--- src/rtl/conv_window_feeder.sv ---
// Sweeps an image in stride-1 3x3 windows: fetches each window from SRAM, runs
// y_conv on it and hands every result downstream over a valid/ready handshake.
module conv_window_feeder #(
   parameter int unsigned IMG_WIDTH   = 9,
   parameter int unsigned IMG_HEIGHT  = 9,
   parameter int unsigned ADDR_W      = 7,
   parameter int unsigned TIMEOUT_CYC = 31
) (
   input  logic                   clk,
   input  logic                   n_rst,
   input  logic                   start,
   output logic                   busy,
   output logic                   frame_done,
   output logic                   error,
   output logic                   mem_ren,
   output logic [ADDR_W-1:0]      mem_addr,
   input  logic [3:0]             mem_rdata,
   output logic                   calc_enable,
   output logic [2:0][2:0][3:0]   pixels,
   input  logic                   calc_done,
   input  logic [9:0]             conv,
   output logic                   result_valid,
   output logic [9:0]             result_data,
   output logic [ADDR_W-1:0]      result_row,
   output logic [ADDR_W-1:0]      result_col,
   input  logic                   result_ready
);

   localparam int unsigned WCNT_W = $clog2(TIMEOUT_CYC + 1);

   typedef enum logic [2:0] {IDLE, FETCH, CAPTURE, CALC, WAIT, OUTPUT, DONE} state_t;

   state_t                 state, state_d;
   logic [ADDR_W-1:0]      r, r_d, c, c_d;
   logic [3:0]             k, k_d;
   logic [WCNT_W-1:0]      wcnt, wcnt_d;
   logic                   busy_d, frame_done_d, error_d, mem_ren_d, calc_enable_d, result_valid_d;
   logic [ADDR_W-1:0]      mem_addr_d, result_row_d, result_col_d;
   logic [9:0]             result_data_d;
   logic [2:0][2:0][3:0]   pixels_d;
   logic                   wen;
   logic [3:0]             widx;

   function automatic logic [ADDR_W-1:0] addr_of(input logic [ADDR_W-1:0] rr,
                                                 input logic [ADDR_W-1:0] cc,
                                                 input logic [3:0]        kk);
      int unsigned row_i, col_i;
      row_i = 32'(rr) + 32'(kk) / 32'd3;
      col_i = 32'(cc) + 32'(kk) % 32'd3;
      return ADDR_W'(row_i * IMG_WIDTH + col_i);
   endfunction

   // Next state and next values of every registered output.
   always_comb begin
      state_d        = state;
      r_d            = r;
      c_d            = c;
      k_d            = k;
      wcnt_d         = wcnt;
      frame_done_d   = 1'b0;
      error_d        = error;
      mem_ren_d      = 1'b0;
      mem_addr_d     = '0;
      calc_enable_d  = 1'b0;
      result_valid_d = result_valid;
      result_data_d  = result_data;
      result_row_d   = result_row;
      result_col_d   = result_col;
      pixels_d       = pixels;
      wen            = 1'b0;
      widx           = k - 4'd1;

      case (state)
         IDLE: begin
            if (start) begin
               state_d    = FETCH;
               r_d        = '0;
               c_d        = '0;
               k_d        = '0;
               error_d    = 1'b0;
               mem_ren_d  = 1'b1;
               mem_addr_d = addr_of('0, '0, 4'd0);
            end
         end
         FETCH: begin
            // Read data lags the strobe by one cycle, so write slot k-1.
            wen = (k != 4'd0);
            if (k == 4'd8) begin
               state_d = CAPTURE;
            end else begin
               k_d        = k + 4'd1;
               mem_ren_d  = 1'b1;
               mem_addr_d = addr_of(r, c, k + 4'd1);
            end
         end
         CAPTURE: begin
            wen           = 1'b1;
            widx          = 4'd8;
            state_d       = CALC;
            calc_enable_d = 1'b1;
         end
         CALC: begin
            state_d = WAIT;
            wcnt_d  = '0;
         end
         WAIT: begin
            // First WAIT cycle may still show the previous window's result.
            if (wcnt != '0 && calc_done) begin
               state_d        = OUTPUT;
               result_valid_d = 1'b1;
               result_data_d  = conv;
               result_row_d   = r;
               result_col_d   = c;
            end else if (wcnt == WCNT_W'(TIMEOUT_CYC - 1)) begin
               state_d = IDLE;
               error_d = 1'b1;
            end else begin
               wcnt_d = wcnt + WCNT_W'(1);
            end
         end
         OUTPUT: begin
            if (result_ready) begin
               result_valid_d = 1'b0;
               k_d            = '0;
               if (c < ADDR_W'(IMG_WIDTH - 3)) begin
                  c_d = c + ADDR_W'(1);
               end else if (r < ADDR_W'(IMG_HEIGHT - 3)) begin
                  c_d = '0;
                  r_d = r + ADDR_W'(1);
               end
               if (c < ADDR_W'(IMG_WIDTH - 3) || r < ADDR_W'(IMG_HEIGHT - 3)) begin
                  state_d    = FETCH;
                  mem_ren_d  = 1'b1;
                  mem_addr_d = addr_of(r_d, c_d, 4'd0);
               end else begin
                  state_d      = DONE;
                  frame_done_d = 1'b1;
               end
            end
         end
         DONE: begin
            state_d = IDLE;
         end
         default: begin
            state_d = IDLE;
         end
      endcase

      for (int i = 0; i < 3; i++) begin
         for (int j = 0; j < 3; j++) begin
            if (wen && widx == 4'(i * 3 + j)) begin
               pixels_d[2'(i)][2'(j)] = mem_rdata;
            end
         end
      end

      busy_d = (state_d != IDLE);
   end

   always_ff @(posedge clk or negedge n_rst) begin
      if (!n_rst) begin
         state        <= IDLE;
         r            <= '0;
         c            <= '0;
         k            <= '0;
         wcnt         <= '0;
         busy         <= 1'b0;
         frame_done   <= 1'b0;
         error        <= 1'b0;
         mem_ren      <= 1'b0;
         mem_addr     <= '0;
         calc_enable  <= 1'b0;
         pixels       <= '0;
         result_valid <= 1'b0;
         result_data  <= '0;
         result_row   <= '0;
         result_col   <= '0;
      end else begin
         state        <= state_d;
         r            <= r_d;
         c            <= c_d;
         k            <= k_d;
         wcnt         <= wcnt_d;
         busy         <= busy_d;
         frame_done   <= frame_done_d;
         error        <= error_d;
         mem_ren      <= mem_ren_d;
         mem_addr     <= mem_addr_d;
         calc_enable  <= calc_enable_d;
         pixels       <= pixels_d;
         result_valid <= result_valid_d;
         result_data  <= result_data_d;
         result_row   <= result_row_d;
         result_col   <= result_col_d;
      end
   end

endmodule

--- config.mk ---
export PLATFORM = sky130hd
export DESIGN_NAME = conv_window_feeder
export DESIGN_NICKNAME = d
export VERILOG_FILES = /design/src/rtl/conv_window_feeder.sv
export SDC_FILE = /design/constraint.sdc
export NUM_CORES = 1
export LEC_CHECK = 0
export ABC_CLOCK_PERIOD_IN_PS = 12400
export CAP_MARGIN = 0
export CORE_UTILIZATION = 55
export CTS_CLUSTER_DIAMETER = 200
export DETAILED_ROUTE_END_ITERATION = 10
export PLACE_DENSITY = 0.88
export RECOVER_POWER = 25
export SYNTH_ARGS = -nofsm -noshare
export SYNTH_HDL_FRONTEND = slang
export SYNTH_SLANG_ARGS = --single-unit
--- constraint.sdc ---
create_clock -name clk -period 12.4 [get_ports clk]
set_clock_uncertainty 0.1 [all_clocks]
set_input_delay 1.24 -clock clk [delete_from_list [all_inputs] [get_ports clk]]
set_output_delay 1.24 -clock clk [all_outputs]
set_load 0.03 [all_outputs]
==> After elaboration in Yosys (flattened, before gate mapping) <==
Index checks and enable logic that the tools add are counted.
{ "totals": {"output_inout_bits": 73, "elab_cells": 122, "ff_bits": 79} }
{ "op_classes": {"div_mod_pow": 2, "n_reduce_logical": 22, "add_sub_neg": 9, "mul": 2, "magnitude_cmp": 2, "n_mux": 49, "eq_ne": 17} }
{ "ops": {"columns": ["op", "count"], "rows": [
  ["2-to-1 mux 7 bit", 14],
  ["one-hot mux 7 bit (2 select lines)", 3],
  ["adder 7 x 32 -> 32 bit", 1],
  ["divider 4 x 2 -> 32 bit (second input constant)", 1],
  ["remainder unit 4 x 2 -> 32 bit (second input constant)", 1],
  ["multiplier 32 x 4 -> 7 bit (second input constant)", 1],
  ["adder 7 bit", 3],
  ["2-to-1 mux 3 bit", 6],
  ["one-hot mux 3 bit (6 select lines)", 1],
  ["2-to-1 mux 4 bit", 4],
  ["adder 7 x 1 -> 7 bit (second input constant)", 2],
  ["less-than comparator 7 x 3 -> 1 bit (second input constant)", 2],
  ["!= test 2 bit (second input constant)", 7],
  ["2-to-1 mux 1 bit", 13],
  ["one-hot mux 4 bit (3 select lines)", 1],
  ["2-to-1 mux 5 bit", 2],
  ["one-hot mux 5 bit (2 select lines)", 1],
  ["AND reduction 3 bit", 3],
  ["AND reduction 4 bit", 2],
  ["nonzero test 2 bit", 4],
  ["multiplier 7 x 4 -> 7 bit (second input constant)", 1],
  ["== test 3 x 2 -> 1 bit (second input constant)", 2],
  ["== test 3 bit (second input constant)", 2],
  ["one-hot mux 1 bit (2 select lines)", 3],
  ["other kinds (18)", 23]
]} }

==> Longest topological paths before layout <==
{ "depth": {"word_depth": 10, "depth_mapped": 32} }

==> Worst setup path after synthesis <==
No wires, ideal clock.
{ "synth_path": {"path_type": "register -> register", "startpoint": "register k[0]", "endpoint": "register mem_addr[6]", "period_less_slack_ns": 7.193, "setup_slack_ns": 5.207, "path_stages_with_launch": 29, "t_arrival_ns": 7.024, "setup_ns": 0.069, "cell_sequence": "dfrtp_1 buf_2 clkinv_1 ha_1 ha_1 ha_1 clkbuf_1 or3_1 or3_1 and2_1 ha_1 nor4_2 inv_1 ha_1 fa_1 a21o_1 nand2_1 xor2_1 fa_1 inv_1 ha_1 fa_1 ha_1 nand2b_1 a21oi_1 xnor3_1 xnor2_1 or4_1 nand3_1"} }
{ "synth_via": {"elab_chain_len": 7, "word_cells_on_any_way": 10, "cone_classes": "add/sub: 4; mul: 1; div: 2; eq/ne: 1; mux: 2"} }
{ "synth_lines": {"columns": ["element", "line", "rtl"], "rows": [
  ["start, declared", "35", "logic [3:0] k, k_d;"],
  ["start signal, assigned", "182", "k <= k_d;"],
  ["adder 4 x 1 -> 4 bit", "93", "mem_addr_d = addr_of(r, c, k + 4'd1);"],
  ["divider 4 x 2 -> 32 bit", "48", "row_i = 32'(rr) + 32'(kk) / 32'd3;"],
  ["adder 7 x 32 -> 32 bit", "48", null],
  ["multiplier 32 x 4 -> 7 bit", "50", "return ADDR_W'(row_i * IMG_WIDTH + col_i);"],
  ["adder 7 bit", "50", null],
  ["2-to-1 mux 7 bit (*)", "88", "if (k == 4'd8) begin"],
  ["one-hot mux 7 bit (2 select lines) (*)", "73", "case (state)"],
  ["via mem_addr_d[6]", "38", "logic [ADDR_W-1:0] mem_addr_d, result_row_d, result_col_d;"],
  ["end signal, assigned", "188", "mem_addr <= mem_addr_d;"],
  ["end, declared", "16", "output logic [ADDR_W-1:0] mem_addr,"]
]} }
The timed path passes the listed nets; every way through them passes the cells marked *.
A chain may end at the register's enable or synchronous reset.

==> Final worst setup path <==
Same ends and word-level chain as after synthesis.

==> results.txt <==
maxcap violations: 1
Worst-path clk slew: 0.09 ns
Synthesis Warnings: 0
final hold vios: 0
# fillers: 673
Vias/cell: 5.703
initial antenna violation count: 0
CTS root buf: clkbuf_8
largest net degree at the start of global routing: 80
post-synthesis average cell area: 10.36 sq um
Synth cell types: 66
Lkg Pwr: 0.002828 uW
CTS Sinks: 79
Post-Syn Area: 5096 sq um
IO Count: 92
Core Area: 8848 sq um
die height: 98.26 um
GP Congestion: 0.9031
post-place setup slack: 4.580 ns
Post-route DRC: 1
cts-stage hold buffer count: 0
Setup crit start kind: register
post-CTS setup buffers: 0
combinational power share: 0.647
WL per Instance: 16.28 um
Synth area leaders: dfrtp_1 (39%), ha_1 (9.3%), mux2_2 (8.4%), fa_1 (5.1%), nand2_1 (3.2%)
routed vias: 3798
Clock Latency Late Sink: 0.36 ns
# diodes: 0
share of post-route cells with drive strength above 1: 0.1201
Final #Nets: 623
vias in the first global route: 3794
status: finished with violations
post-CTS resize count: 0
area leader, netlist: dfrtp_1
Post-synth EDFFs: 0
Finished Core Util: 0.6755
Rows: 34
Arr. time, crit path: 8.19 ns
Top cell by count, worst path: ha_1
Port Buffer Count: 71
fin worst setup slack: 4.406 ns
Pre-antenna DRT Iters: 10
Total Power: 1649 uW
Hold/Removal Path Class: register to register
RSZ-0062 raised after global routing: false
crit path kind: register to register
clock buffer depth: 2
Final min period: 7.994 ns
Synth-to-Final Area Change: 17.28%
top_reg_cell synth: dfrtp_1
slew margin rel.: -1.761
worst-margin pin slew: 4.141 ns
Tcrit/Tclk final: 0.6447
DRT iter0 DRCs: 217
Switching Share: 0.4534
Max Fclk: 125.1 MHz
Seq/Total Area, Yosys: 0.3879
Post-synth ARST share: 1.000
post-route ant nets: 0
first-pass GRT wire length: 18.02 mm
total CTS buffers: 9
flops & latches, synth: 79
CTS tree: done
Int Power: 901.0 uW
power share of the clock group: 0.132
die area: 9655 sq um
Tot GR Track Use: 0.2373
failing checks: DRC, capacitance limit, slew limit
Worst path slowest cell: dfrtp_1
Pwr Density: 275.8 nW/um^2
setup TNS: 0 ns
Detail Placement HPWL: 8.047 mm
# H-tree levels: 3
VDD IR max: 121.1 uV
sequential power share: 0.221
Crit. End Element: register
Yosys top cell area share: 0.3879
Die X: 98.26 um
GR Overflow Total: 0
effective utilization at floorplan: 0.5759
max incr delay on CP: 0.56 ns
Routed WL: 10.84 mm
final setup fails: 0
CP max FO: 17
Worst Path Required: 12.60 ns
cells after synthesis: 492
Max Slew Vio Count: 80
Switch Pwr: 747.5 uW
cell usage after synthesis, drive strengths merged, types with 2 or more instances:
master  instances
buf            33
ha             38
a22o            8
a21boi          4
o22ai           4
or4b            3
xor2           14
clkbuf          7
nor4            3
o21ai          29
nand3b          3
o21a            2
inv            31
fa             13
mux2           38
xnor2          14
nor3            3
nand2          45
or3             3
nand3           6
nor2           20
o211ai          2
a21oi          17
o31ai           2
o21bai          2
nand4           4
nor2b           9
nor3b           6
and2           12
and4            2
dfrtp          79
nand2b          6
a21o            6
a31o            3
sequential cells by signal, summed over array words and instances (netlist names), 3 cells and up:
name / flops
k: 4
result_row: 7
mem_addr: 7
state: 3
r: 7
result_col: 7
result_data: 10
pixels: 16
wcnt: 5
c: 7
metal layers:
layer / share of wire / GRT usage / up-vias
met4: 0.025 / 0.09989 / 0
li1: - / - / 1779
met5: 0 / 0 / -
met3: 0.058 / 0.04868 / 26
met2: 0.47 / 0.3759 / 140
met1: 0.44 / 0.3189 / 1853
cell type report:
type	count	area, sq um	share of cell area
tap	108	135.1	0.02261
sequential	79	1977	0.3308
timing repair buffer	71	704.4	0.1179
clock inverter	6	92.59	0.01549
inverter	32	120.1	0.02010
multi-input combinational	360	2820	0.4718
clock buffer	10	127.6	0.02135
power by group through the flow:
stage	combinational (uW)	clock [uW]	sequential [uW]
floorplan	732	0	424
global placement	1020	0	366
detailed placement	1050	0	369
CTS	1060	221	364
global route	1180	233	375
finish	1070	218	364
per-stage QoR:
step | std cells | instance area [sq um] | hold WS, ns
floorplan | 511 | 5167 | 0.4127
global placement | 650 | 5761 | 0.3626
detailed placement | 650 | 5761 | 0.3687
CTS | 666 | 5981 | 0.3973
global route | 666 | 5977 | 0.4316
finish | 666 | 5977 | 0.3926
logic make-up (layout without fill, tap and decap cells):
kind of cell,count (synthesis),in the layout,synth area share
simple gates,130,130,0.1377
compound gates,91,91,0.1181
flops,79,79,0.3879
buf+inv,72,119,0.07267
fa+ha+maj,51,51,0.1444
mux,39,39,0.08593
xor+xnor,29,29,0.05254
other cells,1,20,0.0007359
final timing paths:
check / start / end / slack (ns) / cells after the start
max: k[0]$_DFFE_PN0P_ / mem_addr[6]$_DFF_PN0_ / 4.41 / 27
min: result_valid$_DFFE_PN0P_ / result_valid$_DFFE_PN0P_ / 0.39 / 2
max reg2reg: k[0]$_DFFE_PN0P_ / mem_addr[6]$_DFF_PN0_ / 4.41 / 27
min reg2reg: result_valid$_DFFE_PN0P_ / result_valid$_DFFE_PN0P_ / 0.39 / 2
max in group asynchronous: n_rst / wcnt[0]$_DFFE_PN0P_ / 7.65 / 1
min in group asynchronous: n_rst / result_data[5]$_DFFE_PN0P_ / 2.20 / 1
worst max-delay path: cells and delay by family (launching register included):
| family | cells | cell delay [ns] |
|---|---|---|
| and+or+nand+nor | 9 | 2.35 |
| adders and majority gates | 10 | 3.50 |
| AOI/OAI and AO/OA | 3 | 0.48 |
| buffers and inverters | 2 | 0.16 |
| xor gates and xnor gates | 3 | 0.75 |
| DFF | 1 | 0.56 |
cells in the final DEF (no fill, tap or decap), types with 8 or more instances in the layout:
cell type	count
clkbuf_8	9
a21oi_1	17
ha_1	38
nand2_1	44
dfrtp_1	79
conb_1	20
xor2_1	14
o21ai_0	28
a22o_1	8
xnor2_1	14
nor2_1	20
fa_1	13
mux2_2	38
inv_1	31
clkdlybuf4s50_1	70
nor2b_1	9
and2_1	10
Note: power is estimated with default switching activity, not from simulation.
